`config.mk`:
```
export PLATFORM = sky130hd
export DESIGN_NAME = pll_lock_supervisor_flat
export DESIGN_NICKNAME = d
export VERILOG_FILES = /design/src/rtl/pll_lock_supervisor_pkg.sv /design/src/rtl/pll_lock_supervisor_if.sv /design/src/rtl/pll_lock_supervisor_sync_2ff.sv /design/src/rtl/pll_lock_supervisor.sv /design/src/flat_wrapper.sv
export SDC_FILE = /design/constraint.sdc
export NUM_CORES = 1
export LEC_CHECK = 0
export ABC_AREA = 0
export CORE_ASPECT_RATIO = 0.6
export CORE_MARGIN = 4
export CORE_UTILIZATION = 45
export CTS_CLUSTER_DIAMETER = 100
export DETAILED_ROUTE_END_ITERATION = 10
export GPL_TIMING_DRIVEN = 1
export PLACE_DENSITY = 0.61
export SLEW_MARGIN = 20
export SYNTH_ARGS = -nofsm -noshare
export SYNTH_HDL_FRONTEND = slang
export SYNTH_SLANG_ARGS = --single-unit
```
`constraint.sdc`:
```
create_clock -name clock_in -period 3.05 [get_ports clock_in]
set_clock_uncertainty 0.05 [all_clocks]
set_input_delay 0.7625 -clock clock_in [delete_from_list [all_inputs] [get_ports clock_in]]
set_output_delay 0.7625 -clock clock_in [all_outputs]
set_load 0.01 [all_outputs]
```
`src/rtl/pll_lock_supervisor_pkg.sv`:
```
//============================================================================
// Module      : pll_sup_pkg
// Description : State encodings and shared constants for the PLL lock
//               supervisor.
// Revision    : 1.0 - initial release
//============================================================================
`default_nettype none

package pll_sup_pkg;

    typedef enum logic [2:0] {
        ST_RESET_HOLD = 3'd0,
        ST_WAIT_LOCK  = 3'd1,
        ST_SETTLE     = 3'd2,
        ST_ARM        = 3'd3,
        ST_CHECK      = 3'd4,
        ST_RUN        = 3'd5
    } state_t;

    // Window in which USR_PLL_LOCKED_STDY must follow the steady-lock reset pulse.
    localparam int CHECK_CYCLES = 8;

    function automatic int max_int(input int a, input int b);
        return (a > b) ? a : b;
    endfunction

endpackage

`default_nettype wire

```
`src/rtl/pll_lock_supervisor_if.sv`:
```
//============================================================================
// Module      : pll_sup_if
// Description : PLL-side flags, system reset and status of the lock supervisor.
// Revision    : 1.0 - initial release
//============================================================================
`default_nettype none

interface pll_sup_if #(
    parameter int CNT_W = 8
);
    logic             pll_locked_in;
    logic             pll_locked_stdy_in;
    logic             restart_req;
    logic             pll_stdy_rst;
    logic             sys_rst_n_out;
    logic             ready;
    logic             lock_timeout;
    logic [CNT_W-1:0] unlock_count;
    logic [2:0]       state_out;

    // The supervisor side drives the reset and status outputs.
    modport master (
        input  pll_locked_in,
        input  pll_locked_stdy_in,
        input  restart_req,
        output pll_stdy_rst,
        output sys_rst_n_out,
        output ready,
        output lock_timeout,
        output unlock_count,
        output state_out
    );

    modport slave (
        output pll_locked_in,
        output pll_locked_stdy_in,
        output restart_req,
        input  pll_stdy_rst,
        input  sys_rst_n_out,
        input  ready,
        input  lock_timeout,
        input  unlock_count,
        input  state_out
    );

endinterface

`default_nettype wire

```
`src/rtl/pll_lock_supervisor_sync_2ff.sv`:
```
//============================================================================
// Module      : sync_2ff
// Description : Two-flop single-bit synchronizer with selectable reset value.
// Revision    : 1.0 - initial release
//============================================================================
`default_nettype none

module sync_2ff #(
    parameter logic RESET_VAL = 1'b0
) (
    input  wire logic clk,
    input  wire logic rst_n,
    input  wire logic i_d,
    output logic      o_q
);

    logic r_meta;
    logic r_sync;

    always_ff @(posedge clk or negedge rst_n) begin
        if (!rst_n) begin
            r_meta <= RESET_VAL;
            r_sync <= RESET_VAL;
        end else begin
            r_meta <= i_d;
            r_sync <= r_meta;
        end
    end

    assign o_q = r_sync;

endmodule

`default_nettype wire

```
`src/rtl/pll_lock_supervisor.sv`:
```
//============================================================================
// Module      : pll_lock_supervisor
// Description : Brings up a CC_PLL, arms steady-lock tracking and gates the
//               downstream system reset on a stable lock.
// Revision    : 1.0 - initial release
//============================================================================
`default_nettype none

module pll_lock_supervisor
    import pll_sup_pkg::*;
#(
    parameter int HOLD_CYCLES     = 16,
    parameter int SETTLE_CYCLES   = 1024,
    parameter int STDY_RST_CYCLES = 4,
    parameter int LOCK_TIMEOUT    = 100000,
    parameter int CNT_W           = 8
) (
    input  wire logic  clock_in,
    input  wire logic  rst_n_in,
    pll_sup_if.master  pll_if
);

    // The shared timer also times the arm pulse and the check window.
    localparam int c_timer_max = max_int(max_int(HOLD_CYCLES, SETTLE_CYCLES),
                                         max_int(LOCK_TIMEOUT,
                                                 max_int(STDY_RST_CYCLES, CHECK_CYCLES)));
    localparam int c_timer_w   = $clog2(c_timer_max + 1);

    localparam logic [c_timer_w-1:0] c_hold_last    = c_timer_w'(HOLD_CYCLES - 1);
    localparam logic [c_timer_w-1:0] c_settle_last  = c_timer_w'(SETTLE_CYCLES - 1);
    localparam logic [c_timer_w-1:0] c_stdy_last    = c_timer_w'(STDY_RST_CYCLES - 1);
    localparam logic [c_timer_w-1:0] c_check_last   = c_timer_w'(CHECK_CYCLES - 1);
    localparam logic [c_timer_w-1:0] c_timeout_last = c_timer_w'(LOCK_TIMEOUT - 1);

    state_t                 r_state;
    logic [c_timer_w-1:0]   r_timer;
    logic                   r_stdy_rst;
    logic                   r_sys_rst_n;
    logic                   r_ready;
    logic                   r_lock_timeout;
    logic [CNT_W-1:0]       r_unlock_count;

    logic                   w_lock_s;
    logic                   w_stdy_s;
    logic                   w_lost;
    logic                   w_restart;
    logic [c_timer_w-1:0]   w_timer_inc;
    logic [c_timer_w-1:0]   w_wait_next;

    sync_2ff #(.RESET_VAL(1'b0)) u_sync_lock (
        .clk   (clock_in),
        .rst_n (rst_n_in),
        .i_d   (pll_if.pll_locked_in),
        .o_q   (w_lock_s)
    );

    sync_2ff #(.RESET_VAL(1'b0)) u_sync_stdy (
        .clk   (clock_in),
        .rst_n (rst_n_in),
        .i_d   (pll_if.pll_locked_stdy_in),
        .o_q   (w_stdy_s)
    );

    assign w_lost      = !w_lock_s || !w_stdy_s;
    assign w_restart   = pll_if.restart_req && (r_state != ST_RESET_HOLD);
    assign w_timer_inc = r_timer + c_timer_w'(1);
    // The wait timer parks at its last value so the timeout flag stays meaningful.
    assign w_wait_next = (r_timer == c_timeout_last) ? r_timer : w_timer_inc;

    always_ff @(posedge clock_in or negedge rst_n_in) begin
        if (!rst_n_in) begin
            r_state        <= ST_RESET_HOLD;
            r_timer        <= '0;
            r_stdy_rst     <= 1'b0;
            r_sys_rst_n    <= 1'b0;
            r_ready        <= 1'b0;
            r_lock_timeout <= 1'b0;
            r_unlock_count <= '0;
        end else begin
            // A lock loss in RUN is counted even when a restart wins the next state.
            if ((r_state == ST_RUN) && w_lost && (r_unlock_count != '1)) begin
                r_unlock_count <= r_unlock_count + CNT_W'(1);
            end

            if (w_restart) begin
                r_state     <= ST_RESET_HOLD;
                r_timer     <= '0;
                r_stdy_rst  <= 1'b0;
                r_sys_rst_n <= 1'b0;
                r_ready     <= 1'b0;
            end else begin
                case (r_state)
                    ST_RESET_HOLD: begin
                        if (r_timer == c_hold_last) begin
                            r_state <= ST_WAIT_LOCK;
                            r_timer <= '0;
                        end else begin
                            r_timer <= w_timer_inc;
                        end
                    end

                    ST_WAIT_LOCK: begin
                        if (w_lock_s) begin
                            r_state <= ST_SETTLE;
                            r_timer <= '0;
                        end else begin
                            r_timer <= w_wait_next;
                            if (w_wait_next == c_timeout_last) begin
                                r_lock_timeout <= 1'b1;
                            end
                        end
                    end

                    ST_SETTLE: begin
                        if (!w_lock_s) begin
                            r_state <= ST_WAIT_LOCK;
                            r_timer <= '0;
                        end else if (r_timer == c_settle_last) begin
                            r_state    <= ST_ARM;
                            r_timer    <= '0;
                            r_stdy_rst <= 1'b1;
                        end else begin
                            r_timer <= w_timer_inc;
                        end
                    end

                    ST_ARM: begin
                        if (!w_lock_s) begin
                            r_state    <= ST_WAIT_LOCK;
                            r_timer    <= '0;
                            r_stdy_rst <= 1'b0;
                        end else if (r_timer == c_stdy_last) begin
                            r_state    <= ST_CHECK;
                            r_timer    <= '0;
                            r_stdy_rst <= 1'b0;
                        end else begin
                            r_timer <= w_timer_inc;
                        end
                    end

                    ST_CHECK: begin
                        if (!w_lock_s) begin
                            r_state <= ST_WAIT_LOCK;
                            r_timer <= '0;
                        end else if (w_stdy_s) begin
                            r_state     <= ST_RUN;
                            r_timer     <= '0;
                            r_sys_rst_n <= 1'b1;
                            r_ready     <= 1'b1;
                        end else if (r_timer == c_check_last) begin
                            r_state <= ST_WAIT_LOCK;
                            r_timer <= '0;
                        end else begin
                            r_timer <= w_timer_inc;
                        end
                    end

                    ST_RUN: begin
                        if (w_lost) begin
                            r_state     <= ST_WAIT_LOCK;
                            r_timer     <= '0;
                            r_sys_rst_n <= 1'b0;
                            r_ready     <= 1'b0;
                        end
                    end

                    default: begin
                        r_state     <= ST_RESET_HOLD;
                        r_timer     <= '0;
                        r_stdy_rst  <= 1'b0;
                        r_sys_rst_n <= 1'b0;
                        r_ready     <= 1'b0;
                    end
                endcase
            end
        end
    end

    assign pll_if.pll_stdy_rst  = r_stdy_rst;
    assign pll_if.sys_rst_n_out = r_sys_rst_n;
    assign pll_if.ready         = r_ready;
    assign pll_if.lock_timeout  = r_lock_timeout;
    assign pll_if.unlock_count  = r_unlock_count;
    assign pll_if.state_out     = r_state;

endmodule

`default_nettype wire

```
`src/flat_wrapper.sv`:
```
// flat-port wrapper written by rule: the top's interface ports become plain ports
module pll_lock_supervisor_flat import pll_sup_pkg::*;
#(
    parameter int HOLD_CYCLES     = 16,
    parameter int SETTLE_CYCLES   = 1024,
    parameter int STDY_RST_CYCLES = 4,
    parameter int LOCK_TIMEOUT    = 100000,
    parameter int CNT_W           = 8
)
  (clock_in, rst_n_in, pll_if_pll_locked_in, pll_if_pll_locked_stdy_in, pll_if_restart_req, pll_if_pll_stdy_rst, pll_if_sys_rst_n_out, pll_if_ready, pll_if_lock_timeout, pll_if_unlock_count, pll_if_state_out);
  pll_sup_if #(.CNT_W(CNT_W)) pll_if_i ();
  input  wire logic clock_in;
  input  wire logic rst_n_in;
  input wire logic [$bits(pll_if_i.pll_locked_in)-1:0] pll_if_pll_locked_in;
  input wire logic [$bits(pll_if_i.pll_locked_stdy_in)-1:0] pll_if_pll_locked_stdy_in;
  input wire logic [$bits(pll_if_i.restart_req)-1:0] pll_if_restart_req;
  output wire logic [$bits(pll_if_i.pll_stdy_rst)-1:0] pll_if_pll_stdy_rst;
  output wire logic [$bits(pll_if_i.sys_rst_n_out)-1:0] pll_if_sys_rst_n_out;
  output wire logic [$bits(pll_if_i.ready)-1:0] pll_if_ready;
  output wire logic [$bits(pll_if_i.lock_timeout)-1:0] pll_if_lock_timeout;
  output wire logic [$bits(pll_if_i.unlock_count)-1:0] pll_if_unlock_count;
  output wire logic [$bits(pll_if_i.state_out)-1:0] pll_if_state_out;
  assign pll_if_i.pll_locked_in = pll_if_pll_locked_in;
  assign pll_if_i.pll_locked_stdy_in = pll_if_pll_locked_stdy_in;
  assign pll_if_i.restart_req = pll_if_restart_req;
  assign pll_if_pll_stdy_rst = pll_if_i.pll_stdy_rst;
  assign pll_if_sys_rst_n_out = pll_if_i.sys_rst_n_out;
  assign pll_if_ready = pll_if_i.ready;
  assign pll_if_lock_timeout = pll_if_i.lock_timeout;
  assign pll_if_unlock_count = pll_if_i.unlock_count;
  assign pll_if_state_out = pll_if_i.state_out;
  pll_lock_supervisor #(.HOLD_CYCLES(HOLD_CYCLES), .SETTLE_CYCLES(SETTLE_CYCLES), .STDY_RST_CYCLES(STDY_RST_CYCLES), .LOCK_TIMEOUT(LOCK_TIMEOUT), .CNT_W(CNT_W)) u_core (.clock_in(clock_in), .rst_n_in(rst_n_in), .pll_if(pll_if_i));
endmodule
```
==> flow_summary.rst, run 1 <==
.. list-table::
   :header-rows: 1

   * - Metric
     - Value
   * - Count of final max-slew check failures
     - 0
   * - Chip height
     - 64.5 um
   * - Root Buffer Master
     - sky130_fd_sc_hd__clkbuf_8
   * - Static leakage
     - 1.14 nW
   * - Number of instances in the synthesized netlist
     - 283
   * - Pin count of the biggest net entering global routing
     - 36
   * - Worst-margin pin slew
     - 0.776 ns
   * - Max VDD drop
     - 0.230 mV
   * - Global route overflow
     - 0
   * - Maximum clock path buffer count
     - 2
   * - Number of flops mapped to enable cells by yosys
     - 0
   * - Type of the worst setup path
     - register to register
   * - Vias
     - 2237
   * - Post-synth ARST share
     - 100%
   * - Register bit count reported by yosys
     - 35
   * - Detailed-route DRC error count
     - 0
   * - Mean number of vias per cell
     - 6.11
   * - Crit path arrival time
     - 2.58 ns
   * - FF-to-FF path depth
     - 8
   * - Most frequently used flop master after synthesis
     - sky130_fd_sc_hd__dfrtp_1
   * - Via count of the first global-routing pass
     - 1977
   * - Part of the Yosys area used for sequential elements
     - 36.6%
   * - Crit path to
     - u_core.pll_if.state_out[2]$_DFFE_PN0P_
   * - Post-synthesis average cell area
     - 8.45 um2
   * - Antenna cells
     - 0
   * - Classification of the worst-slack hold path
     - register to register
   * - Post-Syn Nets
     - 291
   * - Number of violations of the max-capacitance limit
     - 0
   * - First-pass GRT wire length
     - 10.5 mm
   * - Setup repair bufs after CTS
     - 0
   * - Layout cells sized above 1
     - 11.7%
   * - Hold-fix buffers, CTS
     - 0
   * - R2r startpoint
     - u_core.r_timer[0]$_DFFE_PN0P_
   * - Quantity of gates resized following cts
     - 0
   * - Final RePlAce weighted congestion
     - 0.948
   * - Cell Rows
     - 20
   * - Final setup violation count
     - 0
   * - Area of the core region
     - 0.00510 mm2
   * - Netlist cell types
     - 56
   * - Total detailed-routing wirelength
     - 6.19 mm
   * - Worst-path fanout max
     - 8
   * - Drt first-iter violations
     - 301
   * - Number of routed nets with antenna violations
     - 0
   * - Pwr/cell area
     - 548 mW/mm2
   * - Final critical path time including I/O delays and setup
     - 2.45 ns
   * - Wire length per cell after detailed routing
     - 16.9 um
   * - Total half-perimeter wirelength after legalization and detailed placement
     - 4.60 mm
   * - Filler instances
     - 487
   * - Post-DP Area
     - 0.00263 mm2
   * - Final Net Count
     - 307
   * - Setup repair after global routing missed its margin
     - false
   * - Hold Violations, Final
     - 0
   * - Number of buffers created by CTS
     - 5
   * - Final total negative setup slack
     - 0 ns
   * - Highest clock frequency the design can meet
     - 407 MHz
   * - Setup crit start kind
     - register
   * - Data required time of the critical path
     - 3.18 ns
   * - Outcome
     - finished clean
   * - Worst setup path start
     - u_core.r_timer[0]$_DFFE_PN0P_
   * - Die Span X
     - 102 um
   * - Die area
     - 0.00658 mm2
   * - Area added between synthesis and finish
     - 14.3%
   * - Clock sink count
     - 35
   * - Cell Area, Synth
     - 0.00239 mm2
   * - Post-route design area
     - 0.00273 mm2
   * - Ports placed on the boundary
     - 20
   * - Kind of end point of the critical path
     - register
   * - Flop2flop setup slack
     - 0.60 ns
   * - Worst rel slew slack
     - 48.3%
   * - Initial core utilization
     - 46.9%
   * - Number of iterations in the first detailed-routing pass
     - 5
   * - Count of port buffers added during placement
     - 19
   * - Source-to-sink clock delay at the later pin of the worst-skew pair
     - 0.29 ns
   * - Warning count from the yosys run
     - 0
   * - CTS tree
     - built
   * - Level count of the clock H-tree
     - 2
   * - Worst-path clk slew
     - 0.07 ns
   * - Initial antenna violation count
     - 0
   * - Endpoint of the lowest-slack register-to-register path
     - u_core.pll_if.state_out[2]$_DFFE_PN0P_
   * - Tcrit/Tclk final
     - 80.5%
   * - Overall fraction of global-route tracks in use
     - 20.4%
## cells in the final DEF, fill, tap and decap left out, types with 4 or more instances in the layout
cell	count
sky130_fd_sc_hd__and3_1	6
sky130_fd_sc_hd__nor3_1	6
sky130_fd_sc_hd__inv_1	5
sky130_fd_sc_hd__o21ai_0	18
sky130_fd_sc_hd__nand2_1	28
sky130_fd_sc_hd__buf_4	12
sky130_fd_sc_hd__nor2_1	34
sky130_fd_sc_hd__dfrtp_1	35
sky130_fd_sc_hd__xnor2_1	6
sky130_fd_sc_hd__and2_1	5
sky130_fd_sc_hd__nand4_1	13
sky130_fd_sc_hd__a21oi_1	6
sky130_fd_sc_hd__nand3_1	13
sky130_fd_sc_hd__clkdlybuf4s50_1	18
sky130_fd_sc_hd__clkbuf_8	7
sky130_fd_sc_hd__a31oi_1	21
sky130_fd_sc_hd__xor2_1	4
## worst max-delay path: stages, from the launching register on
cell,delay [ns]
sky130_fd_sc_hd__dfrtp_1,0.48
sky130_fd_sc_hd__ha_1,0.39
sky130_fd_sc_hd__nand4_1,0.16
sky130_fd_sc_hd__nor3_1,0.32
sky130_fd_sc_hd__buf_4,0.21
sky130_fd_sc_hd__a21oi_1,0.07
sky130_fd_sc_hd__o21ai_0,0.23
sky130_fd_sc_hd__nand2_1,0.14
sky130_fd_sc_hd__a221o_1,0.30
## worst min-delay path by stage
| stage | slack, ns | cells after the start | start | end |
|---|---|---|---|---|
| after floorplan | 0.28 | 0 | u_core.u_sync_lock.r_meta$_DFF_PN0_ | u_core.u_sync_lock.o_q$_DFF_PN0_ |
| after global placement | 0.28 | 0 | u_core.u_sync_stdy.r_meta$_DFF_PN0_ | u_core.u_sync_stdy.o_q$_DFF_PN0_ |
| after detailed placement | 0.28 | 0 | u_core.u_sync_stdy.r_meta$_DFF_PN0_ | u_core.u_sync_stdy.o_q$_DFF_PN0_ |
| after CTS | 0.30 | 0 | u_core.u_sync_stdy.r_meta$_DFF_PN0_ | u_core.u_sync_stdy.o_q$_DFF_PN0_ |
| after global routing | 0.33 | 0 | u_core.u_sync_stdy.r_meta$_DFF_PN0_ | u_core.u_sync_stdy.o_q$_DFF_PN0_ |
| final | 0.30 | 0 | u_core.u_sync_lock.r_meta$_DFF_PN0_ | u_core.u_sync_lock.o_q$_DFF_PN0_ |
## synth_stat cells, drive strengths merged, types with 2 or more instances
cell type,instances,share of area (%)
a21oi,6,1.3
nor4,4,1.3
ha,3,1.6
dfrtp,35,37
inv,5,0.78
xnor2,6,2.2
and3,6,1.6
o21bai,2,0.63
xor2,4,1.5
a211o,2,0.73
nand3b,3,0.94
a41oi,3,1.1
clkbuf,11,1.8
buf,11,3.1
mux2,2,0.94
nor2b,2,0.52
o21a,3,0.94
nand4,14,3.9
and4,4,1.5
or4,2,0.84
nor2,34,5.3
a221o,2,0.84
nand3,14,3.1
o211ai,3,0.94
o221ai,2,0.73
nand2,28,4.4
o21ai,20,4.2
and2,6,1.6
nor3,7,1.9
a31oi,21,5.5
mux2i,2,0.84
nand2b,3,0.78
## metal layers
| metal | vias to the layer above | routed length, um | track usage (%) |
|---|---|---|---|
| met3 | 5 | 528 | 5.27 |
| met2 | 97 | 2250 | 23.7 |
| met1 | 1061 | 3380 | 35.2 |
| met4 | 0 | 36 | 4.91 |
| met5 | - | 0 | 0 |
| li1 | 1074 | - | - |
## where the power goes
group	internal (mW)	switching (mW)	total [mW]	leakage (nW)
clock network	0.206	0.167	0.373	0.0515
registers	0.494	0.0355	0.530	0.475
logic	0.224	0.371	0.595	0.613
## area by class of cell
| class | count | area [um2] | area share, % |
|---|---|---|---|
| Timing Repair Buffer | 31 | 275 | 10.1 |
| Inverter | 5 | 18.8 | 0.686 |
| Tap cell | 66 | 82.6 | 3.02 |
| Sequential cell | 35 | 876 | 32.0 |
| Multi-Input combinational cell | 221 | 1380 | 50.5 |
| Clock buffer | 8 | 100 | 3.66 |
## through the flow
step | hold WS [ns] | instances | total power [mW] | setup WS, ns | utilization (%)
3_3_place_gp | 0.282 | 358 | 1.12 | 0.532 | 51.6
2_1_floorplan | 0.281 | 283 | 0.956 | 0.816 | -
5_1_grt | 0.325 | 366 | 1.60 | 0.458 | 53.6
3_5_place_dp | 0.285 | 358 | 1.12 | 0.481 | 51.6
6_report | 0.301 | 366 | 1.50 | 0.596 | 53.6
4_1_cts | 0.301 | 366 | 1.50 | 0.639 | 53.6
## state kept, by name, summed over array words and instances, names as in the netlist
signal,flops
u_core.r_timer,17
u_core.pll_if.unlock_count,8
u_core.pll_if.state_out,3
u_core.pll_if.lock_timeout,1
u_core.pll_if.pll_stdy_rst,1
u_core.pll_if.sys_rst_n_out,1
u_core.u_sync_lock.o_q,1
u_core.u_sync_lock.r_meta,1
u_core.u_sync_stdy.o_q,1
u_core.u_sync_stdy.r_meta,1
## kinds of logic after synthesis
| kind of cell | count (synthesis) | synth area share [%] |
|---|---|---|
| simple gates | 133 | 30.5 |
| compound gates | 71 | 20.2 |
| flops | 35 | 36.6 |
| buf+inv | 27 | 5.65 |
| xor+xnor | 10 | 3.66 |
| fa+ha+maj | 3 | 1.57 |
| mux | 4 | 1.78 |
No activity file was read; power rests on OpenSTA's default activity.
==> run 2: changes to the inputs <==
Settings changed: PLACE_DENSITY 0.61 to 0.64.
Clock period 3.05 ns to 2 ns, I/O delays scaled along.
==> flow_summary.rst, run 2 (synthesis gave the netlist of run 1 again) <==
.. list-table::
   :header-rows: 1

   * - Metric
     - Value
   * - Switch share
     - 37.7% (-0.58 points)
   * - Register with the highest flop count
     - u_core.r_timer
   * - Hold Violations, Final
     - 0 (unchanged)
   * - Detailed route wirelength on metal2
     - 2.86 mm (+27%)
   * - Level count of the clock H-tree
     - 2 (unchanged)
   * - Initial antenna violation count
     - 0 (unchanged)
   * - Clock sink count
     - 35 (unchanged)
   * - Drt first-iter violations
     - 212 (-30%)
   * - Tcrit/Tclk final
     - 105% (+25 points)
   * - Leading cell type in the layout, fill and taps excluded
     - sky130_fd_sc_hd__buf_4
   * - Maximum clock path buffer count
     - 2 (unchanged)
   * - Antenna cells
     - 0 (unchanged)
   * - Total half-perimeter wirelength after legalization and detailed placement
     - 4.95 mm (+7.6%)
   * - Final critical path time including I/O delays and setup
     - 2.10 ns (-0.355 ns)
   * - Data required time of the critical path
     - 2.13 ns (-1.05 ns)
   * - Cell total after placement
     - 399 (+11%)
   * - Worst-path fanout max
     - 21 (+13)
   * - Worst rel slew slack
     - 73.4% (+25 points)
   * - Chip height
     - 64.5 um (unchanged)
   * - Outcome
     - finished, violations left
   * - Via count of the first global-routing pass
     - 2131 (+7.8%)
   * - Final setup violation count
     - 18 (+18)
   * - Setup crit start kind
     - register
   * - Setup repair after global routing missed its margin
     - true
   * - Mean number of vias per cell
     - 5.96 (-2.5%)
   * - Root Buffer Master
     - sky130_fd_sc_hd__clkbuf_8
   * - Crit path arrival time
     - 2.23 ns (-0.35 ns)
   * - Overall fraction of global-route tracks in use
     - 21.6% (+1.3 points)
   * - Cell Rows
     - 20 (unchanged)
   * - Pin count of the biggest net entering global routing
     - 22 (-39%)
   * - Die Span X
     - 102 um (unchanged)
   * - Ports placed on the boundary
     - 20 (unchanged)
   * - Cells along the critical path
     - ha_2 > nor4b_4 > nand4_1 > o211ai_1 > nand4_2 > buf_12 > a31oi_1 > o21ai_0
   * - Classification of the worst-slack hold path
     - input pin to async pin
   * - Number of routed nets with antenna violations
     - 0 (unchanged)
   * - Filler instances
     - 431 (-11%)
   * - CTS tree
     - built
   * - Highest Signal Layer
     - met4
   * - Number of flip-flops in the largest register
     - 17 (unchanged)
   * - Total detailed-routing wirelength
     - 6.91 mm (+12%)
   * - First-pass GRT wire length
     - 11.0 mm (+5.3%)
   * - Number of iterations in the first detailed-routing pass
     - 5 (unchanged)
   * - Max VDD drop
     - 0.533 mV (+130%)
   * - Overall power
     - 2.80 mW (+87%)
   * - P_sw
     - 1.06 mW (+84%)
   * - Worst Setup Slack, final
     - -0.0992 ns (-0.695 ns)
   * - Worst-path clk slew
     - 0.08 ns (about the same)
   * - Kind of end point of the critical path
     - register
   * - Count of port buffers added during placement
     - 19 (unchanged)
   * - Static leakage
     - 1.42 nW (+25%)
   * - Number of buffers created by CTS
     - 5 (unchanged)
   * - Met3 wire length
     - 644 um (+22%)
   * - Detailed-route DRC error count
     - 0 (unchanged)
   * - Internal power
     - 1.74 mW (+89%)
   * - Area added between synthesis and finish
     - 36.1%
   * - Commonest cells after routing, fill and taps aside
     - sky130_fd_sc_hd__buf_4, sky130_fd_sc_hd__dfrtp_1, sky130_fd_sc_hd__nor2_1, sky130_fd_sc_hd__nand2_1, sky130_fd_sc_hd__a31oi_1
   * - Area of the core region
     - 0.00510 mm2 (unchanged)
   * - Post-Layout Cell Count
     - 413 (+13%)
   * - Crit path largest cell delay
     - 0.36 ns (-0.12 ns)
   * - Initial core utilization
     - 46.9% (unchanged)
   * - Wire length per cell after detailed routing
     - 16.7 um (-1.1%)
   * - Vias
     - 2461 (+10%)
   * - Type of the worst setup path
     - register to register
   * - Final total negative setup slack
     - -1.09 ns (-1.09 ns)
   * - Sequential fraction of design power
     - 28.6% (-6.8 points)
   * - End-of-flow core utilization
     - 63.8% (+10 points)
   * - Highest clock frequency the design can meet
     - 476 MHz (+17%)
   * - Die area
     - 0.00658 mm2 (unchanged)
   * - Clock power share
     - 24.3% (-0.6 points)
   * - Crit path max-delay cell type
     - sky130_fd_sc_hd__dfrtp_1
   * - Number of violations of the max-capacitance limit
     - 0 (unchanged)
   * - Source-to-sink clock delay at the later pin of the worst-skew pair
     - 0.30 ns (about the same)
   * - Violations in the final reports
     - negative setup slack
   * - Final RePlAce weighted congestion
     - 0.958 (+1.1%)
   * - Global route overflow
     - 0 (unchanged)
   * - Pwr/cell area
     - 860 mW/mm2 (+57%)
   * - Met1 Wirelength
     - 3.34 mm (-1.3%)
   * - Worst-margin pin slew
     - 0.399 ns (-0.377 ns)
   * - Count of final max-slew check failures
     - 0 (unchanged)
   * - Final Net Count
     - 354 (+15%)
   * - Portion of total power attributed to combinational logic
     - 47.0% (+7.3 points)
   * - Layout cells sized above 1
     - 29.1% (+17 points)
## run 2: cell types whose count changed in the layout (fill, tap and decap cells not counted), sizes merged
cell / delta
buf: +47
clkbuf: -3
bufinv: +1
clkdlybuf4s50: -1
clkinv: +1
dlymetal6s2s: +1
inv: +1
## run 2: path summary, 6_finish.rpt
path                                                             end                           startpoint  cells after the start  slack [ns]
setup / recovery                       u_core.r_timer[3]$_DFFE_PN0P_        u_core.r_timer[1]$_DFFE_PN0P_                      8        -0.1
hold / removal             u_core.pll_if.unlock_count[6]$_DFFE_PN0P_                             rst_n_in                      1        0.07
setup reg to reg                       u_core.r_timer[3]$_DFFE_PN0P_        u_core.r_timer[1]$_DFFE_PN0P_                      8        -0.1
hold reg to reg                     u_core.u_sync_stdy.o_q$_DFF_PN0_  u_core.u_sync_stdy.r_meta$_DFF_PN0_                      0        0.30
max in group asynchronous              u_core.r_timer[0]$_DFFE_PN0P_                             rst_n_in                      2        1.33
min in group clock_in               u_core.u_sync_stdy.o_q$_DFF_PN0_  u_core.u_sync_stdy.r_meta$_DFF_PN0_                      0        0.30
## run 2: through the flow
step	setup slack, ns	area, um2	hold slack [ns]
finish	-0.0992	3260	0.0695
floorplan	-0.00921	2420	0.154
global placement	-0.0695	2970	0.282
detailed placement	-0.111	2970	0.287
CTS	-0.0708	3200	0.0828
global route	-0.228	3260	0.0971
## run 2: layout make-up
class	instances	area [um2]	share of cell area, %
inverter	5	18.8	0.576
tap	66	82.6	2.54
timing repair buffer	78	667	20.5
clock buffer	5	68.8	2.11
multi-input combinational	221	1500	45.9
sequential	35	876	26.9
clock inverter	3	47.5	1.46
## run 2: repair_timing
action,4_1_cts,5_1_grt
setup endpoints to repair,21,26
hold buffers,0,0
pin swaps,7,9
cloned,0,0
gates resized for setup,18,14
setup buffers,5,1
## run 2: critical path: cells and delay by family (launching register included)
kind | cells | cell delay, ns
buffers and inverters | 1 | 0.20
AOI/OAI and AO/OA | 3 | 0.53
and+or+nand+nor | 3 | 0.65
DFF | 1 | 0.36
adders and majority gates | 1 | 0.18
## run 2: per-layer routing
layer  up-vias  track usage (%)
met5         -                0
met4         0             4.58
met3         9             5.05
met2       111             28.2
met1      1167             35.4
li1       1174                -
## run 2: power groups by stage
stage / combinational [mW] / clock [mW] / sequential (mW)
3_5_place_dp: 1.05 / 0 / 0.816
2_1_floorplan: 0.660 / 0 / 0.823
4_1_cts: 1.24 / 0.683 / 0.800
6_report: 1.32 / 0.681 / 0.802
5_1_grt: 1.44 / 0.718 / 0.808
3_3_place_gp: 1.04 / 0 / 0.813
==> run 3: changes to the inputs <==
Settings changed: CORE_UTILIZATION 45 to 52, PLACE_DENSITY 0.64 to 0.73.
==> flow_summary.rst, run 3 (synthesis gave the netlist of run 1 again) <==
.. list-table::
   :header-rows: 1

   * - Metric
     - Value
   * - Outcome
     - finished, violations left
   * - Violations in the final reports
     - negative setup slack
   * - Count of final max-slew check failures
     - 0 (unchanged)
   * - Flip-flop and latch area
     - 876 um2 (unchanged)
   * - Wire length per cell after detailed routing
     - 17.7 um (+5.9%)
   * - Number of buffers created by CTS
     - 5 (unchanged)
   * - Crit path arrival time
     - 2.35 ns (+0.12 ns)
   * - Detailed-route DRC error count
     - 0 (unchanged)
   * - Crit path max-delay cell type
     - sky130_fd_sc_hd__or4_4
   * - Count of port buffers added during placement
     - 19 (unchanged)
   * - Ports placed on the boundary
     - 20 (unchanged)
   * - Final setup violation count
     - 19 (+1)
   * - Drt first-iter violations
     - 162 (-24%)
   * - Initial core utilization
     - 55.9% (+9.0 points)
   * - Antenna cells
     - 0 (unchanged)
   * - Leading cell type in the layout, fill and taps excluded
     - sky130_fd_sc_hd__buf_4
   * - Maximum clock path buffer count
     - 2 (unchanged)
   * - Post-DP Area
     - 0.00295 mm2 (-0.84%)
   * - Type of the worst setup path
     - register to register
   * - Register with the highest flop count
     - u_core.r_timer
   * - Worst-path fanout max
     - 5 (-76%)
   * - Category of cells accounting for the largest share of critical-path delay
     - simple AND/OR/NAND/NOR gates
   * - Worst-margin pin slew
     - 0.475 ns (+0.0767 ns)
   * - Die Span X
     - 95.6 um (-6.4%)
   * - Pin count of the biggest net entering global routing
     - 36 (+64%)
   * - Setup crit start kind
     - register
   * - Hold-fix buffers, CTS
     - 0 (unchanged)
   * - Overall fraction of global-route tracks in use
     - 24.6% (+2.9 points)
   * - CTS tree
     - built
   * - Vias
     - 2525 (+2.6%)
   * - Worst rel slew slack
     - 68.3% (-5.1 points)
   * - Cells along the critical path
     - ha_2 > nor4b_4 > nand3_2 > or4_4 > a2111oi_4 > a41o_1
   * - Die area
     - 0.00579 mm2 (-12%)
   * - Number of routed nets with antenna violations
     - 0 (unchanged)
   * - Crit path largest cell delay
     - 0.49 ns (+0.13 ns)
   * - Worst Setup Slack, final
     - -0.164 ns (-0.0647 ns)
   * - Kind of end point of the critical path
     - register
   * - Data required time of the critical path
     - 2.18 ns (+0.05 ns)
   * - Filler instances
     - 300 (-30%)
   * - Cell Rows
     - 18 (-10%)
   * - Worst-path clk slew
     - 0.08 ns (about the same)
   * - First-pass GRT wire length
     - 10.7 mm (-2.7%)
   * - Worst slack on hold paths
     - 0.189 ns (+0.120 ns)
   * - Post-route design area
     - 0.00321 mm2 (-1.5%)
   * - Highest clock frequency the design can meet
     - 462 MHz (-3.0%)
   * - Initial antenna violation count
     - 0 (unchanged)
   * - Number of violations of the max-capacitance limit
     - 0 (unchanged)
   * - Number of flip-flops in the largest register
     - 17 (unchanged)
   * - Level count of the clock H-tree
     - 2 (unchanged)
   * - Static leakage
     - 1.39 nW (-2.5%)
   * - Number of iterations in the first detailed-routing pass
     - 7 (+2)
   * - Max VDD drop
     - 0.578 mV (+8.4%)
   * - Tcrit/Tclk final
     - 108% (+3.2 points)
   * - Area of the multi-input gates
     - 0.00152 mm2 (+1.4%)
   * - Global route overflow
     - 0 (unchanged)
   * - Area added between synthesis and finish
     - 34.0%
   * - Chip height
     - 60.5 um (-6.1%)
   * - Commonest cells after routing, fill and taps aside
     - sky130_fd_sc_hd__buf_4, sky130_fd_sc_hd__dfrtp_1, sky130_fd_sc_hd__nor2_1, sky130_fd_sc_hd__nand2_1
   * - Mean number of vias per cell
     - 6.33 (+6.2%)
   * - Total half-perimeter wirelength after legalization and detailed placement
     - 4.93 mm (-0.42%)
   * - Final total negative setup slack
     - -1.36 ns (-0.274 ns)
   * - Root Buffer Master
     - sky130_fd_sc_hd__clkbuf_8
   * - Classification of the worst-slack hold path
     - input pin to async pin
   * - Setup repair after global routing missed its margin
     - true
   * - Final critical path time including I/O delays and setup
     - 2.16 ns (+0.0647 ns)
   * - Total buffers and inverters traversed by the critical path
     - 0 (-1)
   * - Via count of the first global-routing pass
     - 2143 (+0.56%)
   * - Layout cells sized above 1
     - 28.0% (-1.1 points)
   * - Cell total after placement
     - 389 (-2.5%)
   * - Post-Layout Cell Count
     - 399 (-3.4%)
   * - Final Net Count
     - 346 (-2.3%)
   * - Clock sink count
     - 35 (unchanged)
   * - Source-to-sink clock delay at the later pin of the worst-skew pair
     - 0.30 ns (about the same)
   * - Area of the core region
     - 0.00428 mm2 (-16%)
   * - Final RePlAce weighted congestion
     - 0.927 (-3.3%)
   * - Hold Violations, Final
     - 0 (unchanged)
   * - Total detailed-routing wirelength
     - 7.07 mm (+2.3%)
   * - Setup WS pre-CTS
     - -0.156 ns (-0.0455 ns)
   * - Pwr/cell area
     - 865 mW/mm2 (+0.59%)
==> run 3: changes by cell type in the layout (fill, tap and decap cells not counted), moves of 2 or more <==
cell                       change
sky130_fd_sc_hd__a31oi_2       +2
sky130_fd_sc_hd__o221ai_1      -2
sky130_fd_sc_hd__a31oi_1       -2
sky130_fd_sc_hd__o221ai_2      +2
sky130_fd_sc_hd__buf_4         -7
==> run 3: where the power goes <==
| part | internal, mW | switching (mW) | total, mW |
|---|---|---|---|
| logic | 0.586 | 0.699 | 1.29 |
| clock network | 0.378 | 0.298 | 0.676 |
| registers | 0.753 | 0.0581 | 0.811 |
| total | 1.72 | 1.06 | 2.77 |
==> run 3: worst paths after layout <==
path                                                      from                                endpoint  slack, ns  cells past startpoint
setup reg to reg                 u_core.r_timer[1]$_DFFE_PN0P_  u_core.pll_if.lock_timeout$_DFFE_PN0P_      -0.16                      6
min in group clock_in      u_core.u_sync_stdy.r_meta$_DFF_PN0_        u_core.u_sync_stdy.o_q$_DFF_PN0_       0.30                      0
hold / removal                                        rst_n_in           u_core.r_timer[4]$_DFFE_PN0P_       0.19                      2
max in group asynchronous                             rst_n_in     u_core.u_sync_stdy.r_meta$_DFF_PN0_       1.38                      2
hold reg to reg            u_core.u_sync_stdy.r_meta$_DFF_PN0_        u_core.u_sync_stdy.o_q$_DFF_PN0_       0.30                      0
setup / recovery                 u_core.r_timer[1]$_DFFE_PN0P_  u_core.pll_if.lock_timeout$_DFFE_PN0P_      -0.16                      6
==> run 3: final cells by class <==
class / count / area share, %
tap: 60 / 2.34
clock buffer: 5 / 2.15
timing repair buffer: 70 / 18.8
clock inverter: 3 / 1.48
inverter: 5 / 0.585
sequential: 35 / 27.3
multi-input combinational: 221 / 47.3
==> run 3: per-layer routing <==
layer | global-route usage, % | part of all wire (%) | vias up
li1 | - | - | 1157
met1 | 36.5 | 46 | 1197
met2 | 33.0 | 41 | 147
met3 | 8.43 | 10 | 24
met4 | 8.10 | 2.9 | 0
met5 | 0 | 0 | -
==> run 3: worst register-to-register path, cell delays in order, from the launching register on <==
cell and delay [ns]:
sky130_fd_sc_hd__dfrtp_1 0.40, sky130_fd_sc_hd__ha_2 0.20, sky130_fd_sc_hd__nor4b_4 0.24, sky130_fd_sc_hd__nand3_2 0.14, sky130_fd_sc_hd__or4_4 0.49, sky130_fd_sc_hd__a2111oi_4 0.36
sky130_fd_sc_hd__a41o_1 0.22
==> run 3: through the flow <==
step / util, % / power [mW]
2_1_floorplan: - / 1.48
3_3_place_gp: 68.9 / 1.88
3_5_place_dp: 68.9 / 1.90
4_1_cts: 72.0 / 2.58
5_1_grt: 74.9 / 2.92
6_report: 74.9 / 2.77
==> run 3: timing repair <==
item                                    CTS  global route
endpoints found under the setup margin   19            24
pin swaps                                 4             8
setup buffers                             0             2
gates resized for setup                   6            27
